--- src/rtl/ysyx_24070017_ifu.sv ---
// rtl/ysyx_24070017_ifu.sv - instruction fetch unit: pc -> AR/R memory handshake -> inst valid/ready
// Four-state fetch FSM with registered handshake outputs, redirect flush and fault reporting.
module ysyx_24070017_ifu #(
    parameter int ADDR_W = 32,
    parameter int DATA_W = 32,
    parameter int CNT_W  = 32
) (
    input  logic              clk,
    input  logic              rst,
    input  logic [ADDR_W-1:0] pc,
    input  logic              pc_valid,
    output logic              pc_ready,
    input  logic              flush,
    output logic              mem_arvalid,
    output logic [ADDR_W-1:0] mem_araddr,
    input  logic              mem_arready,
    input  logic              mem_rvalid,
    input  logic [DATA_W-1:0] mem_rdata,
    input  logic [1:0]        mem_rresp,
    output logic              mem_rready,
    output logic [DATA_W-1:0] inst,
    output logic [ADDR_W-1:0] inst_pc,
    output logic              inst_fault,
    output logic              inst_valid,
    input  logic              inst_ready,
    output logic [CNT_W-1:0]  fetch_cnt
);

    typedef enum logic [1:0] {
        IDLE = 2'd0,
        AR   = 2'd1,
        R    = 2'd2,
        OUT  = 2'd3
    } state_t;

    state_t              state, state_nx;
    logic                drop, drop_nx;
    logic [ADDR_W-1:0]   pc_q, pc_q_nx;
    logic [DATA_W-1:0]   inst_nx;
    logic [ADDR_W-1:0]   inst_pc_nx;
    logic                inst_fault_nx;
    logic [CNT_W-1:0]    fetch_cnt_nx;

    always_comb begin
        state_nx      = state;
        drop_nx       = drop;
        pc_q_nx       = pc_q;
        inst_nx       = inst;
        inst_pc_nx    = inst_pc;
        inst_fault_nx = inst_fault;
        fetch_cnt_nx  = fetch_cnt;
        case (state)
            IDLE: begin
                if (pc_valid && pc_ready) begin
                    pc_q_nx = pc;
                    if (pc[1:0] != 2'b00) begin
                        // Misaligned fetch never touches memory; deliver a faulting slot.
                        inst_nx       = '0;
                        inst_pc_nx    = pc;
                        inst_fault_nx = 1'b1;
                        state_nx      = OUT;
                    end else begin
                        state_nx = AR;
                    end
                end
            end
            AR: begin
                if (flush) drop_nx = 1'b1;
                if (mem_arvalid && mem_arready) state_nx = R;
            end
            R: begin
                if (mem_rvalid && mem_rready) begin
                    if (drop || flush) begin
                        drop_nx  = 1'b0;
                        state_nx = IDLE;
                    end else begin
                        inst_nx       = mem_rdata;
                        inst_pc_nx    = pc_q;
                        inst_fault_nx = (mem_rresp != 2'b00);
                        state_nx      = OUT;
                    end
                end else if (flush) begin
                    drop_nx = 1'b1;
                end
            end
            OUT: begin
                // Flush wins over a same-cycle consume, so the slot is not counted.
                if (flush) begin
                    state_nx = IDLE;
                end else if (inst_valid && inst_ready) begin
                    fetch_cnt_nx = fetch_cnt + 1'b1;
                    state_nx     = IDLE;
                end
            end
            default: state_nx = IDLE;
        endcase
    end

    // Handshake outputs are flops decoded from the next state, so they read 0 right after reset.
    always_ff @(posedge clk) begin
        if (rst) begin
            state       <= IDLE;
            drop        <= 1'b0;
            pc_q        <= '0;
            inst        <= '0;
            inst_pc     <= '0;
            inst_fault  <= 1'b0;
            fetch_cnt   <= '0;
            pc_ready    <= 1'b0;
            mem_arvalid <= 1'b0;
            mem_rready  <= 1'b0;
            inst_valid  <= 1'b0;
        end else begin
            state       <= state_nx;
            drop        <= drop_nx;
            pc_q        <= pc_q_nx;
            inst        <= inst_nx;
            inst_pc     <= inst_pc_nx;
            inst_fault  <= inst_fault_nx;
            fetch_cnt   <= fetch_cnt_nx;
            pc_ready    <= (state_nx == IDLE);
            mem_arvalid <= (state_nx == AR);
            mem_rready  <= (state_nx == R);
            inst_valid  <= (state_nx == OUT);
        end
    end

    assign mem_araddr = pc_q;

endmodule
--- config.mk ---
export PLATFORM = sky130hd
export DESIGN_NAME = ysyx_24070017_ifu
export DESIGN_NICKNAME = d
export VERILOG_FILES = /design/src/rtl/ysyx_24070017_ifu.sv
export SDC_FILE = /design/constraint.sdc
export NUM_CORES = 1
export LEC_CHECK = 0
export ABC_AREA = 0
export BUFFER_PORTS_ARGS = -buffer_cell sky130_fd_sc_hd__clkbuf_2
export CAP_MARGIN = 30
export CORE_UTILIZATION = 49
export DETAILED_ROUTE_END_ITERATION = 8
export GPL_TIMING_DRIVEN = 0
export HOLD_SLACK_MARGIN = 0.06
export PLACE_DENSITY = 0.8
export REMOVE_ABC_BUFFERS = 1
export SLEW_MARGIN = 20
export SYNTH_ARGS = -nofsm -noshare
export SYNTH_HDL_FRONTEND = slang
export SYNTH_SLANG_ARGS = --single-unit
--- constraint.sdc ---
create_clock -name clk -period 2 [get_ports clk]
set_input_delay 0.3 -clock clk [delete_from_list [all_inputs] [get_ports clk]]
set_output_delay 0.3 -clock clk [all_outputs]
set_load 0.02 [all_outputs]
# After elaboration in Yosys (flattened, before gate mapping)
# Index checks and enable logic that the tools add are counted.
# classes
eq_ne,11
n_bitwise,1
reduce_logical,15
mux,27
addsub,1
# op_table
cell,n
$mux W32,8
$pmux W32 S2,2
$add A32 B1 Y32 const B,1
$mux W2,7
$eq A2 B2 Y1 const B,4
$ne A2 B2 Y1 const B,4
$pmux W2 S4,1
$reduce_bool A2 Y1,4
$mux W1,7
$reduce_and A5 Y1,1
$eq A2 B1 Y1 const B,2
$logic_and A1 B1 Y1,4
$logic_not A2 Y1,2
$pmux W1 S2,2
$reduce_and A2 Y1,2
$ne A3 B3 Y1 const B,1
$reduce_and A3 Y1,1
$logic_or A1 B1 Y1,1
$not A1 Y1,1
# totals
wordCells,66
reg_bits,136
output_inout_bits,133
inputBits,73

# Longest topological paths before layout
# Gate-level depths: netlist of the first run.
# depth
ltp_word,5
ltp_mapped,8
ltp_nobuf,6

# Worst setup path after synthesis of the first run
# OpenSTA, ideal clock, no wires.
# synth_path
kind,reg-to-reg
from,register fetch_cnt[7]
to,register fetch_cnt[25]
synth_period_minus_slack_ns,1.969
n_path_buf,0
path_stages_with_launch,6
t_arrival_ns,1.899
required_time_ns,1.930
setup_slack_ns,0.031
setup_ns,0.070
cell_sequence,dfxtp_1 nand4_2 nor4_4 nand3_4 or4_1 a21oi_1
# synth_via
elab_chain_cells,1
# synth_lines
item,line,text
from (decl),26,output logic [CNT_W-1:0] fetch_cnt
from (signal assigned),120,fetch_cnt <= fetch_cnt_nx;
$add A32 B1 Y32,91,fetch_cnt_nx = fetch_cnt + 1'b1;
# Every way passes these cells.
# A chain may end at the register's enable or synchronous reset.

# Worst setup path after layout of the first run
# layout_path
from,register state[1]
to,register fetch_cnt[25]
# layout_via
elab_chain_cells,2
# layout_lines
item,line,text
from (decl),36,"state_t state, state_nx;"
from (signal assigned),114,state <= state_nx;
$eq A2 B2 Y1,52,case (state)
$reduce_and A3 Y1 (no source line),n/a,
# Every way passes these cells.

==> results of run 1 <==
## flip-flops by register name, indices dropped and copies added (netlist names)
signal,cells
inst_fault,1
mem_araddr,32
inst_pc,32
state,2
mem_arvalid,1
drop,1
mem_rready,1
inst,32
fetch_cnt,32
inst_valid,1
pc_ready,1
## path summary, 6_finish.rpt
path / cells after the start / to / from / slack (ns)
min reg2reg: 2 / inst[21]$_SDFFE_PP0P_ / inst[21]$_SDFFE_PP0P_ / 0.45
max: 6 / fetch_cnt[25]$_SDFFE_PP0P_ / state[1]$_SDFF_PP0_ / 0.02
max reg2reg: 6 / fetch_cnt[25]$_SDFFE_PP0P_ / state[1]$_SDFF_PP0_ / 0.02
min: 3 / drop$_SDFFE_PP0P_ / flush / 0.1
## final cells by class
type | count | area (µm²) | area share, %
repair buffers | 294 | 2040 | 25.2
clock inverters | 8 | 120 | 1.49
flip-flops and latches | 136 | 2730 | 33.7
multi-input cells | 483 | 2550 | 31.6
inverters | 3 | 11.3 | 0.139
clock buffers | 24 | 460 | 5.70
well taps | 136 | 170 | 2.11
## critical path: stages, from the launching register on
cell and delay (ns):
dfxtp_2 0.46, nand3b_1 0.23, nor4_4 0.32, buf_4 0.18
nand3_4 0.12, or4_1 0.44, a21oi_1 0.16
## Yosys cell counts (6+ instances only)
cell      instances  share of area [%]
nor3_1            8               0.74
nor4_1            6               0.70
xnor2_1           6               0.97
nand2_1         175                 12
clkbuf_1         40                2.8
buf_2             8               0.74
nand3_1          38                3.5
a21oi_1          73                6.8
nand4_1          18                2.1
nor2_1           69                4.8
dfxtp_1         136                 50
xor2_1           20                3.2
a311oi_1         32                5.2
## metrics by stage
step	utilization, %	cell area (µm²)	hold slack [ns]	std cells
after floorplan	-	5190	0.369	621
after global placement	60.8	6390	0.437	962
after detailed placement	63.4	6670	0.442	973
after CTS	76.5	8040	0.0807	1081
after global routing	76.8	8080	0.105	1084
final	76.8	8080	0.0985	1084
## power groups by stage
| stage | Clock, W | Sequential, W | Combinational [W] |
|---|---|---|---|
| after floorplan | 0 | 0.00356 | 0.000799 |
| after global placement | 0 | 0.00324 | 0.00178 |
| after detailed placement | 0 | 0.00327 | 0.00202 |
| after CTS | 0.00310 | 0.00322 | 0.00223 |
| after global routing | 0.00321 | 0.00327 | 0.00246 |
| final | 0.00306 | 0.00323 | 0.00230 |
## per-layer routing
layer | part of all wire, % | global-route usage, %
met1 | 39 | 33.3
met2 | 50 | 52.0
met3 | 7.0 | 6.93
met4 | 3.5 | 17.3
met5 | 0 | 0
## logic make-up (layout without fill, tap and decap cells)
| family | count (synthesis) | after routing | share of synthesized area (%) |
|---|---|---|---|
| xor gates and xnor gates | 26 | 26 | 4.22 |
| DFF | 136 | 136 | 50.5 |
| and+or+nand+nor | 341 | 341 | 28.0 |
| buffers and inverters | 53 | 329 | 3.94 |
| adders and majority gates | 1 | 1 | 0.232 |
| AOI/OAI and AO/OA | 114 | 115 | 13.1 |
## repair_timing
action	in CTS	in global routing
resized for setup	6	4
endpoints found under the setup margin	85	62
pin swaps	4	1
hold buffers	67	0
buffers inserted	8	2
cloned	1	1
hold endpoints to repair	103	0
==> impl_metrics.yaml, run 1 <==
timing:
  fin_crit_sh_pct: 99.1
  fin_ws_ns: 0.0182
  max_slew_margin_pct: 48.4
  worstMarginPinSlew_ns: 0.767
  skew_ns: 0.00682
  clock.fmax_ghz: 0.505
  setup_viol: 0
  slew_violations: 0
  fin_tns_setup_ns: 0
  hold_viol: 0
  rsz0062_at_grt: "yes"
  min_period_ns: 1.98
yosys:
  syn_inst: 671
  synth_ff_type: "dfxtp_1"
  async_flop_share_pct: 0
  syn_area_per_cell_um2: 8.04
  synth_area_mm2: 0.00540
  yosys_warnings: 0
  synth_edf_count: 0
  ys_seq_area_share_pct: 50.5
  synth-seq-cells: 136
  synth_cell_types: 36
placement:
  place_congestion: 0.797
  io_buffer_count: 205
  dp_hpwl_mm: 10.3
  pre_cts_ws_ns: -0.826
setup_path:
  worst_setup_path_start_kind: "register"
  required_ns: 2.45
  endpoint_kind: "register"
  path_class: "register to register"
  arrival_ns: 2.43
  cp_max_fo: 11
power:
  seqPwrFrac_pct: 37.6
  switching_share_pct: 31.9
  peakVddDrop_mv: 0.786
  p_switching_w: 0.00274
  p_int_w: 0.00585
  power_frac_comb_pct: 26.8
  power_frac_clock_pct: 35.6
  total_power_w: 0.00859
  leakage_nw: 3.37
  p_per_area_mw_per_mm2: 1060
finish:
  final_nets: 1009
  n_antenna_cell: 0
  fillers: 686
  drive_gt1_share_pct: 28.8
  layout_commonest_cell: "clkbuf_2"
  final_cell_mix: "204 x clkbuf_2, 175 x nand2_1, 134 x dfxtp_1, 73 x a21oi_1, 69 x nor2_1"
  area_growth_pct: 49.7
hold_path:
  hp-class: "primary input to register"
floorplanning:
  core_area_mm2: 0.0105
  pin_count: 206
  fp-row-count: 37
  die_h_um: 107
  initial_core_util_pct: 51.3
  die_w_um: 107
  die_area_mm2: 0.0114
cts:
  cts_tree: "built"
  h-tree-depth: 4
  cts_buffers: 17
  cts_buffer_depth: 2
  insertion_delay_ns: 0.52
  clkSlewWorstSetupHoldPaths_ns: 0.06
  cts.sinks: 136
  clockRootBuffer: "clkbuf_8"
outcome:
  status: "finished, final reports clean"
global_route:
  grt.total_usage_pct: 29.9
  grt_overflow: 0
  grt_max_degree: 128
  grt_pass1_vias: 5651
  antenna_found_initial: 0
  grt_pass1_wl_mm: 27.0
job:
  max-cap-violations: 0
routing:
  vias: 5987
  drc: 0
  wl_per_cell_um: 16.1
  routed_wl_mm: 17.4
  drt-vias-per-instance: 5.52
  ant_nets: 0
  dr.pass1.iters: 5
  drt_iter0_markers: 623
(Power assumes the default switching activity.)
==> run 2: changes to the inputs <==
--- a/config.mk
+++ b/config.mk
@@ -6,7 +6,7 @@
 export NUM_CORES = 1
 export LEC_CHECK = 0
 export ABC_AREA = 0
-export BUFFER_PORTS_ARGS = -buffer_cell sky130_fd_sc_hd__clkbuf_2
+export BUFFER_PORTS_ARGS = -buffer_cell sky130_fd_sc_hd__buf_2
 export CAP_MARGIN = 30
 export CORE_UTILIZATION = 49
 export DETAILED_ROUTE_END_ITERATION = 8
@@ -14,6 +14,7 @@
 export HOLD_SLACK_MARGIN = 0.06
 export PLACE_DENSITY = 0.8
 export REMOVE_ABC_BUFFERS = 1
+export SETUP_SLACK_MARGIN = 0.2
 export SLEW_MARGIN = 20
 export SYNTH_ARGS = -nofsm -noshare
 export SYNTH_HDL_FRONTEND = slang
==> run 2 against run 1 <==
Critical path depth unchanged. Sequential cell count stayed put. Combinational power is 10% higher. Clock skew is 0.0023 ns higher. Fmax up 11%. Routed wire length grew 9.9%. Count of clock-buffer cells in the layout increased by 1. First-iteration DRC count decreased by 6.4%. Die area unchanged. Final cell count rose by 2.0%.
==> impl_metrics.yaml, run 2 (synthesized netlist as in run 1, its figures left out) <==
global_route:
  use_met2_pct: 57.0
  grt.total_usage_pct: 32.6
  grt.busiest_layer: "met2"
  grt_max_degree: 107
  grt_overflow: 0
  grtUsageMet1_pct: 35.3
  grt_pass1_wl_mm: 29.0
  antenna_found_initial: 0
  grt_pass1_vias: 5989
  globalRouteMet3Util_pct: 8.33
cts:
  clockRootBuffer: "clkbuf_8"
  h-tree-depth: 4
  cts_buffers: 17
  clkSlewWorstSetupHoldPaths_ns: 0.06
  cts.sinks: 136
  cts_buffer_depth: 2
  insertion_delay_ns: 0.54
  cts_tree: "built"
timing:
  slew_violations: 0
  skew_ns: 0.00908
  min_period_ns: 1.79
  rsz0062_at_grt: "yes"
  setup_viol: 0
  fin_crit_sh_pct: 89.4
  hold_viol: 0
  worstMarginPinSlew_ns: 0.610
  clock.fmax_ghz: 0.559
  max_slew_margin_pct: 59.2
hold_path:
  hp-class: "primary input to register"
power:
  switching_share_pct: 32.5
  p_per_area_mw_per_mm2: 1050
  p_int_w: 0.00596
  total_power_w: 0.00883
  power_frac_comb_pct: 28.7
  seqPwrFrac_pct: 36.6
  power_frac_clock_pct: 34.7
  peakVddDrop_mv: 0.760
  leakage_nw: 3.67
  p_switching_w: 0.00287
routing:
  drt_iter0_markers: 583
  routed_wl_mm: 19.1
  vias: 6195
  wl_per_cell_um: 17.3
  drc: 0
  dr.pass1.iters: 5
  ant_nets: 0
  drt-vias-per-instance: 5.60
setup_path:
  endpoint_kind: "register"
  worst_setup_path_start_kind: "register"
  cp_max_fo: 9
  arrival_ns: 2.25
  required_ns: 2.46
  path_class: "register to register"
finish:
  drive_gt1_share_pct: 32.9
  final_nets: 1031
  final_util_pct: 79.9
  n_antenna_cell: 0
  layout_commonest_cell: "buf_2"
  final_cell_mix: "204 x buf_2, 173 x nand2_1, 126 x dfxtp_1, 71 x a21oi_1, 68 x nor2_1"
  final_area_mm2: 0.00839
  area_growth_pct: 55.6
placement:
  dp_hpwl_mm: 10.4
  place_congestion: 0.797
  placed_cell_area_mm2: 0.00664
  io_buffer_count: 205
floorplanning:
  fp-row-count: 37
  initial_core_util_pct: 51.3
  die_h_um: 107
  pin_count: 206
  die_w_um: 107
  die_area_mm2: 0.0114
  core_area_mm2: 0.0105
outcome:
  status: "finished, final reports clean"
job:
  max-cap-violations: 0
run 2: repair_timing:
item / in CTS / in global routing
buffers inserted: 14 / 19
setup endpoints to repair: 99 / 77
gates resized for setup: 12 / 31
gates cloned: 4 / 0
hold endpoints to repair: 93 / 0
pin swaps: 6 / 19
hold buffers: 65 / 0
run 2: power groups by stage:
stage	Sequential, W	Combinational (W)	Clock, W
finish	0.00323	0.00254	0.00307
global route	0.00326	0.00269	0.00322
CTS	0.00322	0.00238	0.00308
detailed placement	0.00326	0.00201	0
global placement	0.00323	0.00179	0
floorplan	0.00356	0.000799	0
run 2: through the flow:
step | worst slack [ns] | setup TNS, ns | hold WS, ns | std cells
finish | 0.212 | 0 | 0.0569 | 1106
global route | 0.109 | 0 | 0.0709 | 1106
CTS | 0.0585 | 0 | 0.0601 | 1087
detailed placement | -0.855 | -48.76 | 0.444 | 972
global placement | -6.07 | -457.92 | 0.436 | 962
floorplan | -3.39 | -242.58 | 0.369 | 621
run 2: cell type report:
class                           count  area [µm²]
Sequential cell                   136        2740
Multi-Input combinational cell    484        2660
Timing Repair Buffer              315        2230
Fill cell                         620        2110
Clock buffer                       25         494
Tap cell                          136         170
Clock inverter                      7        90.1
Inverter                            3        11.3
run 2: metal layers:
metal,wire (µm),part of all wire [%]
met1,7180,38
met4,804,4.2
met2,9760,51
met5,0,0
met3,1380,7.2
run 2: path summary, 6_finish.rpt:
kind	from	endpoint	slack, ns	cells past startpoint
max	fetch_cnt[8]$_SDFFE_PP0P_	fetch_cnt[25]$_SDFFE_PP0P_	0.21	6
max reg2reg	fetch_cnt[8]$_SDFFE_PP0P_	fetch_cnt[25]$_SDFFE_PP0P_	0.21	6
min	mem_rdata[29]	inst[29]$_SDFFE_PP0P_	0.06	3
min reg2reg	inst[4]$_SDFFE_PP0P_	inst[4]$_SDFFE_PP0P_	0.45	2
run 2: worst max-delay path: stages (launching register included):
cell	delay, ns
dfxtp_2	0.39
nand4_4	0.14
nor4_4	0.27
buf_4	0.19
nand3_4	0.13
or4_1	0.42
a21oi_1	0.16
